--- config.mk ---
export PLATFORM = sky130hd
export DESIGN_NAME = if_fetch_queue
export DESIGN_NICKNAME = d
export VERILOG_FILES = /design/src/rtl/if_fetch_queue.sv
export SDC_FILE = /design/constraint.sdc
export NUM_CORES = 1
export LEC_CHECK = 0
export ABC_AREA = 1
export CAP_MARGIN = 10
export CORE_MARGIN = 1
export CORE_UTILIZATION = 55
export CTS_CLUSTER_SIZE = 40
export DETAILED_ROUTE_END_ITERATION = 12
export PLACE_DENSITY = 0.78
export REMOVE_ABC_BUFFERS = 1
export SLEW_MARGIN = 10
export SYNTH_ARGS = -nofsm -noshare
export SYNTH_HDL_FRONTEND = slang
export SYNTH_SLANG_ARGS = --single-unit
--- constraint.sdc ---
create_clock -name clk -period 5.1 [get_ports clk]
set_input_delay 1.02 -clock clk [delete_from_list [all_inputs] [get_ports clk]]
set_output_delay 1.02 -clock clk [all_outputs]
set_load 0.03 [all_outputs]
--- src/rtl/if_fetch_queue.sv ---
// Fetch stage: sequential PC generation, single-outstanding imem read handshake,
// and a QDEPTH-entry instruction queue feeding decode over valid/ready.
module if_fetch_queue #(
  parameter int unsigned     XLEN     = 32,
  parameter int unsigned     QDEPTH   = 4,
  parameter int unsigned     PC_STEP  = 1,
  parameter logic [XLEN-1:0] RESET_PC = '0
) (
  input  logic            clk,
  input  logic            reset,
  input  logic            redirect_valid,
  input  logic [XLEN-1:0] redirect_pc,
  output logic            imem_req,
  output logic [XLEN-1:0] imem_addr,
  input  logic            imem_gnt,
  input  logic            imem_rvalid,
  input  logic [XLEN-1:0] imem_rdata,
  output logic            id_valid,
  input  logic            id_ready,
  output logic [XLEN-1:0] id_instr,
  output logic [XLEN-1:0] id_pc,
  output logic [XLEN-1:0] id_npc,
  output logic [XLEN-1:0] fetch_pc
);

  localparam int unsigned     PtrW       = $clog2(QDEPTH);
  localparam int unsigned     CntW       = $clog2(QDEPTH + 1);
  localparam logic [CntW-1:0] Full       = CntW'(QDEPTH);
  localparam logic [CntW-1:0] AlmostFull = CntW'(QDEPTH - 1);
  localparam logic [XLEN-1:0] Step       = XLEN'(PC_STEP);

  logic [XLEN-1:0] fetch_pc_q, fetch_pc_d;
  logic [XLEN-1:0] tag_pc_q, tag_pc_d;
  logic            outstanding_q, outstanding_d;
  logic            drop_q, drop_d;
  logic [CntW-1:0] count_q, count_d;
  logic [PtrW-1:0] rd_ptr_q, rd_ptr_d;
  logic [PtrW-1:0] wr_ptr_q, wr_ptr_d;
  logic [XLEN-1:0] q_pc    [QDEPTH];
  logic [XLEN-1:0] q_instr [QDEPTH];

  logic rsp, can_issue, issue, push, pop, not_empty;

  assign fetch_pc  = fetch_pc_q;
  assign imem_addr = fetch_pc_q;

  always_comb begin
    rsp       = outstanding_q && imem_rvalid;
    not_empty = (count_q != '0);
    // A response arriving this cycle frees the single outstanding slot, but a
    // non-dropped one also consumes a queue entry.
    can_issue = (!outstanding_q && (count_q < Full)) ||
                (rsp && !drop_q && (count_q < AlmostFull)) ||
                (rsp && drop_q && (count_q < Full));
    imem_req  = can_issue && !redirect_valid;
    issue     = imem_req && imem_gnt;
    id_valid  = not_empty && !redirect_valid;
    pop       = id_valid && id_ready;
    push      = rsp && !drop_q && !redirect_valid;

    id_instr = not_empty ? q_instr[rd_ptr_q] : '0;
    id_pc    = not_empty ? q_pc[rd_ptr_q] : '0;
    id_npc   = not_empty ? q_pc[rd_ptr_q] + Step : '0;

    fetch_pc_d    = fetch_pc_q;
    tag_pc_d      = tag_pc_q;
    outstanding_d = outstanding_q;
    drop_d        = drop_q;
    count_d       = count_q;
    rd_ptr_d      = rd_ptr_q;
    wr_ptr_d      = wr_ptr_q;

    if (redirect_valid) begin
      fetch_pc_d = redirect_pc;
      count_d    = '0;
      rd_ptr_d   = '0;
      wr_ptr_d   = '0;
      // A pending response belongs to the old path and must be swallowed.
      outstanding_d = outstanding_q && !imem_rvalid;
      drop_d        = outstanding_q && !imem_rvalid;
    end else begin
      if (rsp) begin
        outstanding_d = 1'b0;
        drop_d        = 1'b0;
      end
      if (issue) begin
        outstanding_d = 1'b1;
        tag_pc_d      = fetch_pc_q;
        fetch_pc_d    = fetch_pc_q + Step;
      end
      if (push) wr_ptr_d = wr_ptr_q + PtrW'(1);
      if (pop)  rd_ptr_d = rd_ptr_q + PtrW'(1);
      count_d = count_q + CntW'(push) - CntW'(pop);
    end
  end

  always_ff @(posedge clk) begin
    if (reset) begin
      fetch_pc_q    <= RESET_PC;
      tag_pc_q      <= '0;
      outstanding_q <= 1'b0;
      drop_q        <= 1'b0;
      count_q       <= '0;
      rd_ptr_q      <= '0;
      wr_ptr_q      <= '0;
    end else begin
      fetch_pc_q    <= fetch_pc_d;
      tag_pc_q      <= tag_pc_d;
      outstanding_q <= outstanding_d;
      drop_q        <= drop_d;
      count_q       <= count_d;
      rd_ptr_q      <= rd_ptr_d;
      wr_ptr_q      <= wr_ptr_d;
    end
  end

  always_ff @(posedge clk) begin
    if (!reset && push) begin
      q_pc[wr_ptr_q]    <= tag_pc_q;
      q_instr[wr_ptr_q] <= imem_rdata;
    end
  end

  always_ff @(posedge clk) begin
    if (!reset) begin
      assert (count_q <= Full);
      assert (!(push && (count_q == Full)));
    end
  end

endmodule

==> results of run 1 <==
logic make-up (layout without fill, tap and decap cells):
logic type      Yosys count  count (layout)
simple gates            853             853
fa+ha+maj                10              10
flops                   331             331
compound gates          251             251
xor+xnor                 27              27
buf+inv                 222             422
worst max-delay path, delay by kind of cell, from the launching register on:
kind	cells	cell delay (ps)
flops	1	370
fa+ha+maj	1	220
compound gates	2	380
buf+inv	3	1200
simple gates	7	970
Yosys cell counts (6+ instances only):
cell / number / share of area [%]
sky130_fd_sc_hd__nand3_1: 53 / 1.7
sky130_fd_sc_hd__nand2_1: 482 / 12
sky130_fd_sc_hd__ha_1: 9 / 0.73
sky130_fd_sc_hd__buf_2: 23 / 0.75
sky130_fd_sc_hd__edfxtp_1: 256 / 50
sky130_fd_sc_hd__buf_6: 8 / 0.59
sky130_fd_sc_hd__dfxtp_1: 75 / 9.8
sky130_fd_sc_hd__a31oi_1: 9 / 0.37
sky130_fd_sc_hd__a21oi_1: 109 / 3.6
sky130_fd_sc_hd__nor2_1: 269 / 6.6
sky130_fd_sc_hd__inv_1: 111 / 2.7
sky130_fd_sc_hd__buf_1: 9 / 0.22
sky130_fd_sc_hd__nand2_2: 12 / 0.49
sky130_fd_sc_hd__nor3_1: 18 / 0.59
sky130_fd_sc_hd__nand4_1: 6 / 0.24
sky130_fd_sc_hd__xor2_1: 25 / 1.4
sky130_fd_sc_hd__clkbuf_1: 28 / 0.69
sky130_fd_sc_hd__buf_4: 39 / 1.9
sky130_fd_sc_hd__o21ai_0: 126 / 4.1
flip-flops by register name, indices dropped and copies added (netlist names), named ones only:
| register | flops |
|---|---|
| rd_ptr_q | 2 |
| q_instr | 128 |
| tag_pc_q | 32 |
| wr_ptr_q | 2 |
| count_q | 3 |
| q_pc | 128 |
| drop_q | 1 |
| outstanding_q | 1 |
| fetch_pc | 32 |
power groups by stage:
stage	clock (uW)	sequential, uW	combinational [uW]
2_1_floorplan	0	3100	107
3_3_place_gp	0	3040	349
3_5_place_dp	0	3050	354
4_1_cts	2680	2990	357
5_1_grt	2780	3000	384
6_report	2660	2990	358
routing by layer:
layer / GRT usage [%] / wire length, um / vias up
li1: - / - / 5890
met1: 37.6 / 16800 / 5662
met2: 45.1 / 18100 / 574
met3: 4.12 / 3240 / 74
met4: 8.50 / 939 / 0
met5: 0 / 0 / -
metrics by stage:
| stage | setup TNS [ps] | util [%] | cells |
|---|---|---|---|
| 6_report | 0 | 69.6 | 2266 |
| 5_1_grt | 0 | 69.6 | 2266 |
| 4_1_cts | 0 | 69.6 | 2266 |
| 3_5_place_dp | 0 | 65.1 | 2204 |
| 3_3_place_gp | 0 | 65.1 | 2204 |
| 2_1_floorplan | -17510 | - | 1585 |
cells in the final DEF (no fill, tap or decap), types with 2 or more instances in the layout:
master,instances
sky130_fd_sc_hd__a21oi_1,109
sky130_fd_sc_hd__a31oi_1,9
sky130_fd_sc_hd__buf_12,6
sky130_fd_sc_hd__buf_4,10
sky130_fd_sc_hd__bufinv_16,5
sky130_fd_sc_hd__clkbuf_1,4
sky130_fd_sc_hd__clkbuf_16,38
sky130_fd_sc_hd__clkbuf_8,3
sky130_fd_sc_hd__clkdlybuf4s50_1,231
sky130_fd_sc_hd__clkinv_1,4
sky130_fd_sc_hd__clkinv_2,5
sky130_fd_sc_hd__clkinv_4,2
sky130_fd_sc_hd__dfxtp_1,73
sky130_fd_sc_hd__edfxtp_1,256
sky130_fd_sc_hd__ha_1,9
sky130_fd_sc_hd__inv_1,110
sky130_fd_sc_hd__inv_2,2
sky130_fd_sc_hd__nand2_1,482
sky130_fd_sc_hd__nand2_2,12
sky130_fd_sc_hd__nand3_1,53
sky130_fd_sc_hd__nand4_1,6
sky130_fd_sc_hd__nor2_1,265
sky130_fd_sc_hd__nor2_2,5
sky130_fd_sc_hd__nor2_4,9
sky130_fd_sc_hd__nor3_1,18
sky130_fd_sc_hd__o211ai_1,3
sky130_fd_sc_hd__o21a_1,2
sky130_fd_sc_hd__o21ai_0,126
sky130_fd_sc_hd__xnor2_1,2
sky130_fd_sc_hd__xor2_1,25
final cells by class:
cell class	instances	area share, %
Tap cell	372	2.46
Clock buffer	46	5.35
Multi-Input combinational cell	1141	26.9
Inverter	113	2.27
Clock inverter	16	1.10
Timing Repair Buffer	247	13.3
Sequential cell	331	48.6
path summary, 6_finish.rpt:
path,from,endpoint,slack (ps),cells past startpoint
hold reg to reg,tag_pc_q[25],q_pc[0][25],500,0
hold / removal,tag_pc_q[25],q_pc[0][25],500,0
setup reg to reg,count_q[1],count_q[2],2240,12
setup / recovery,flop,id_npc[10],400,13
==> results list, run 1 <==
* Result of the run: finished clean
* Post-CTS Resized: 0
- The critical path goes through inv_6 -> o211ai_1 -> nand2_1 -> ha_1 -> inv_1 -> nor2_1 -> nand2_1 -> nor2_1 -> nand2_1 -> nand2_1 -> nand2_1 -> a21oi_1 -> clkdlybuf4s50_1.
- After clock tree synthesis, the clock-pin slew on the worst setup and hold paths is 60 ps.
- The synthesized netlist occupies a cell area of around 15000 sq um.
* Net Sw Power: 1270 uW
- For this configuration, the core starts out at a cell density of 56.4%.
- In this run the worst hold path is classified as reg -> reg.
- Cell Pwr Density: ~320 nW/um^2
- The number of antenna violations at the first check in global routing was 0.
- Number of hold-repair buffers added at the cts stage: 0
* Number of global-route vias before repair: between 10000 and 15000
* Global-route wire length before repair: 61.2 mm
- Routability-driven placement finished with a final weighted congestion of 0.905.
* Fin Clk Skew: approximately 18 ps
- HPWL reported at the end of detailed placement: roughly 24 mm
- After filler insertion, the fill cell instance count of the layout stands at 2101.
* Num ports: 232
* Area of the multi-input gates: ~5100 sq um
* Number of vias per cell after detailed routing: around 5.4
- Internal power comes to ~4700 uW.
- The worst setup path is captured at an output port.
- Most repeated library cell on the critical path: sky130_fd_sc_hd__nand2_1
- After synthesis, the largest family of logic cells by area is simple AND/OR/NAND/NOR gates.
- # DRC: 0
- The count of final max-slew check failures was 0.
* Drt first pass iters: 5
- Setup repair after global routing missed its margin: false
- In the final layout, flip-flops and latches occupy 9190 sq um.
* Arrival time of data at the critical path endpoint: between 3000 and 4000 ps
* Yosys reg bits: 331
* Critical-path top delay cell: sky130_fd_sc_hd__clkdlybuf4s50_1
* Worst setup timing slack at the placement stage: about 950 ps
- The average instance in the mapped netlist occupies around 9.0 sq um.
- Share of total power in sequential cells: about 50%
- The number of setup buffers added after CTS is 0.
- Clock Latency Late Sink: ~510 ps
* Die Height: ~170 um
* Total CTS buffers: 34
- Number of diodes: 0
* XOR/XNOR Fraction of Synth Area: around 1.5%
* Sequential area share after synthesis: ~60%
- Post-layout total power: between 6000 and 7000 uW
- Global-route usage over all layers: ~27%
* Worst setup path class: reg -> out
- Area Growth Syn to Fin: 23.3%
* Tmin final: approximately 4700 ps
- Entering global routing, the biggest net connects between 70 and 80 pins.
- Adder and majority cell fraction of the synthesized area: 0.865%
- The number of hold violations in the final report is 0.
* Nets: between 1500 and 2000
- Final setup violation count: 0
- In this run the standard cell core region covers around 27000 sq um.
- The floorplan has 60 rows.
- Die area: 28500 sq um
- The cell sitting at the root of the clock tree is a sky130_fd_sc_hd__clkbuf_16.
- Total grt overflow: 0
- Iter 0 DRT Violations: 1379
* Lkg Pwr: 0.00709 uW
- Maximum vdd drop: roughly 0.00020 V
- Max transition margin: between 30% and 40%
- Switching Share: a little over a fifth
- During placement, the flow inserted port buffers numbering 231.
- Crit share post-route: 92.3%
- On the final layout, the worst hold slack is around 500 ps.
* Drt wl/cell: roughly 17 um
- Number of max-cap violations: 0
- Layout cells sized above 1: 5.39%
- Synth Instances: ~1700
- Along the worst path, the maximum fanout reaches 77.
- Multiplexer share of the synthesized area: 0%
* Area of placed instances: roughly 18000 sq um
* Compound-cell area share of the yosys netlist: 8.40%
* Fraction of the mapped netlist area in simple logic gates: 22.2%
- Required time of the worst setup path: 4080 ps
- In this run the remaining antenna-violating nets after routing total 0.
- Critical path launch point type: flop
- Count of warnings emitted by yosys: 0
- TritonCTS built the clock tree.
- Combinational cells account for 6.0% of the total power.
- After synthesis, the share of flip-flops with an asynchronous set or reset is 0%.
- Setup slack closes at roughly 400 ps.
- In this run, synthesis inferred 256 flip-flops with an integrated enable.
- Routed wire length: between 30 and 40 mm
- The floorplan step set the die width to roughly 170 um.
* Maximum buffer depth of the clock tree: 3
* Distinct cell type count of the synthesized netlist: 34
- Slowest stage delay, CP: between 700 and 800 ps
- Dominant register cell in the synthesized netlist: sky130_fd_sc_hd__edfxtp_1
- After routing the design area is 18900 sq um.
* Vias post-DR: between 10000 and 15000
- At the pin with the least slew margin, the transition time is between 900 and 1000 ps.
* Fmax: between 200 and 250 MHz
- CTS saw between 300 and 400 sinks.
- The clock tree synthesis step divided the H-tree into 2 levels.
- The share of total power dissipated in the clock network is roughly 44%.
(Power assumes the default switching activity.)
==> run 2: changes to the inputs <==
Clock period 5.1 ns to 5.12 ns, I/O delays scaled along.
==> run 2 against run 1 <==
First-iteration DRC count decreased by 0.29%. Hold slack improved by 1.2 ps. Sequential share of layout area increased by 0.16 points. Critical path type unchanged. Largest power group unchanged.
==> results list, run 2 (synthesis gave the netlist of run 1 again) <==
- The flow ran to the end, and the final reports show no timing, DRC or antenna violations.
- At the pin with the least slew margin, the transition time is 905 ps.
* Maximum vdd drop: 0.000185 V
* Kind of end point of the critical path: output port
- Counting along the longest clock path gives a buffer depth of 3.
- On the worst path, the slowest cell contributes a delay of 700 ps.
- Number of standard cells in the layout, taps in and fillers out: ~2300
* Clock Latency Late Sink: between 500 and 600 ps
- Global routing consumed, over all layers together, between 20% and 30% of the routing resources.
* Maximum level of the CTS H-tree: 2
- Post-CTS Resized: 0
* Drt wl/cell: about 17 um
* Initial core utilization: 56.4%
* Fmax: roughly 210 MHz
- After clock tree synthesis, the flow added hold-fix buffers numbering 0.
* Setup repair after global routing missed its margin: false
- The count of nets left with antenna violations once routing finished came out at 0.
- Most repeated library cell on the critical path: sky130_fd_sc_hd__nand2_1
- The largest registers in the layout are q_instr x128, q_pc x128.
- Num ports: 232
* IO Port Bufs: around 230
- Most frequent cells in the layout: sky130_fd_sc_hd__nand2_1 (482), sky130_fd_sc_hd__nor2_1 (265), sky130_fd_sc_hd__edfxtp_1 (256)
- Worst setup endpoint: id_npc[22]
* Critical-path cell list: inv_6 -> buf_4 -> nand2_1 -> nand2_1 -> nand2_1 -> nand2_1 -> nand2_1 -> nor2_1 -> nand2_1 -> nor2_4 -> nand2_1 -> nand2_1 -> inv_1 -> nor2_1 -> clkdlybuf4s50_1
- Vias post-DR: between 10000 and 15000
* Critical-path top delay cell: sky130_fd_sc_hd__clkdlybuf4s50_1
* Placement row count: 60
* Count of placed standard cells including taps: around 2200
* Slew Viols, Final: 0
* Number of max-cap violations: 0
- The number of global-route vias before repair is approximately 12000.
* Clock tree from TritonCTS: built
- Arrival time of data at the critical path endpoint: 3800 ps
* Tmin final: between 4000 and 5000 ps
- Dividing the detail-routed via count by the number of cells gives ~5.4.
- Flop-to-flop setup slack: approximately 2300 ps
- Final Hold Violating Endpoints: 0
- Die area: 28500 sq um
- Summing all non-filler instances in the final layout gives an area of about 19000 sq um.
- Horizontal die dimension: 169 um
* Required time of the worst setup path: slightly above 4000 ps
- Worst reg2reg startpoint: count_q[0]
- Num Clock Sinks: around 330
- The net count of the finished layout is 1949.
- Critical path launch point type: flop
- The critical path is of the reg -> out type.
- Summed over all cells, the static leakage comes to roughly 0.0071 uW.
- Clock-pin slew was measured on the worst setup and hold paths at ~60 ps.
* Global-route wire length before repair: around 60 mm
- Fin Clk Skew: about 12 ps
* Iter 0 DRT Violations: roughly 1400
* Core outline area: 27200 sq um
- Total CTS buffers: 34
- Final setup violation count: 0
- Logic depth of the worst register-to-register path: 12
- Cell at the root of the clock tree: sky130_fd_sc_hd__clkbuf_16
- Crit share post-route: 94.3%
- The worst register-to-register path ends at count_q[2].
* Die Height: approximately 170 um
- Entering global routing, the biggest net connects 88 pins.
- In this run the worst hold path is classified as reg -> reg.
- The number of setup buffers added after CTS is 0.
- The layout has 2120 filler cells.
* Most frequent standard cell in the layout excluding fill and tap cells: sky130_fd_sc_hd__nand2_1
- At the end of routability-driven placement, the weighted congestion stood at 0.887.
- The final layout contains routed wiring with a total length of just under 40 mm.
- Cell Pwr Density: about 310 nW/um^2
- The number of antenna violations at the first check in global routing came to 0.
* Area Growth Syn to Fin: 22.9%
- Layout cells sized above 1: 5.24%
- The number of antenna diodes in the final layout is 0.
* # DRC: 0
- Biggest fanout along the worst timing path: 87
* HPWL reported at the end of detailed placement: approximately 25 mm
* Max transition margin: 39.7%
- Total grt overflow: 0
* Drt first pass iters: 6
* Area of placed instances: approximately 18000 sq um
run 2: worst min path at each step:
| stage | startpoint | depth (start not counted) | slack, ps | endpoint |
|---|---|---|---|---|
| after floorplan | tag_pc_q[10] | 0 | 450 | q_pc[0][10] |
| after global placement | tag_pc_q[23] | 0 | 470 | q_pc[3][23] |
| after detailed placement | tag_pc_q[30] | 0 | 490 | q_pc[3][30] |
| after CTS | tag_pc_q[27] | 0 | 500 | q_pc[3][27] |
| after global routing | tag_pc_q[30] | 0 | 530 | q_pc[3][30] |
| final | tag_pc_q[23] | 0 | 500 | q_pc[0][23] |
run 2: critical path: cells and delay by family, from the launching register on:
family / cells / cell delay (ps)
buffers and inverters: 4 / 1540
and+or+nand+nor: 11 / 1360
DFF: 1 / 370
run 2: layout make-up:
class | instances | area [sq um] | area share [%]
Multi-Input combinational cell | 1141 | 5090 | 27.0
Sequential cell | 331 | 9190 | 48.8
Clock buffer | 46 | 1000 | 5.31
Inverter | 113 | 429 | 2.28
Tap cell | 372 | 465 | 2.47
Clock inverter | 12 | 164 | 0.870
Timing Repair Buffer | 248 | 2500 | 13.3
run 2: power breakdown:
part | total [uW] | internal [uW] | switching [uW]
Combinational | 355 | 148 | 207
Sequential | 2980 | 2930 | 53.9
Clock | 2570 | 1570 | 1000
run 2: metal layers:
layer	global-route usage [%]	vias to the layer above	routed length, um
met4	8.62	0	877
met1	37.8	5675	16600
met5	0	-	0
met2	45.7	605	18500
met3	4.58	71	3230
li1	-	5901	-
run 2: per-stage QoR:
stage	hold WS (ps)	worst slack, ps	total power, uW	util (%)	setup TNS (ps)
after floorplan	455	-833	3190	-	-17000
after global placement	467	853	3380	65.1	0
after detailed placement	490	845	3390	65.1	0
after CTS	503	298	5920	69.3	0
after global routing	525	56.3	6060	69.3	0
final	505	294	5900	69.3	0
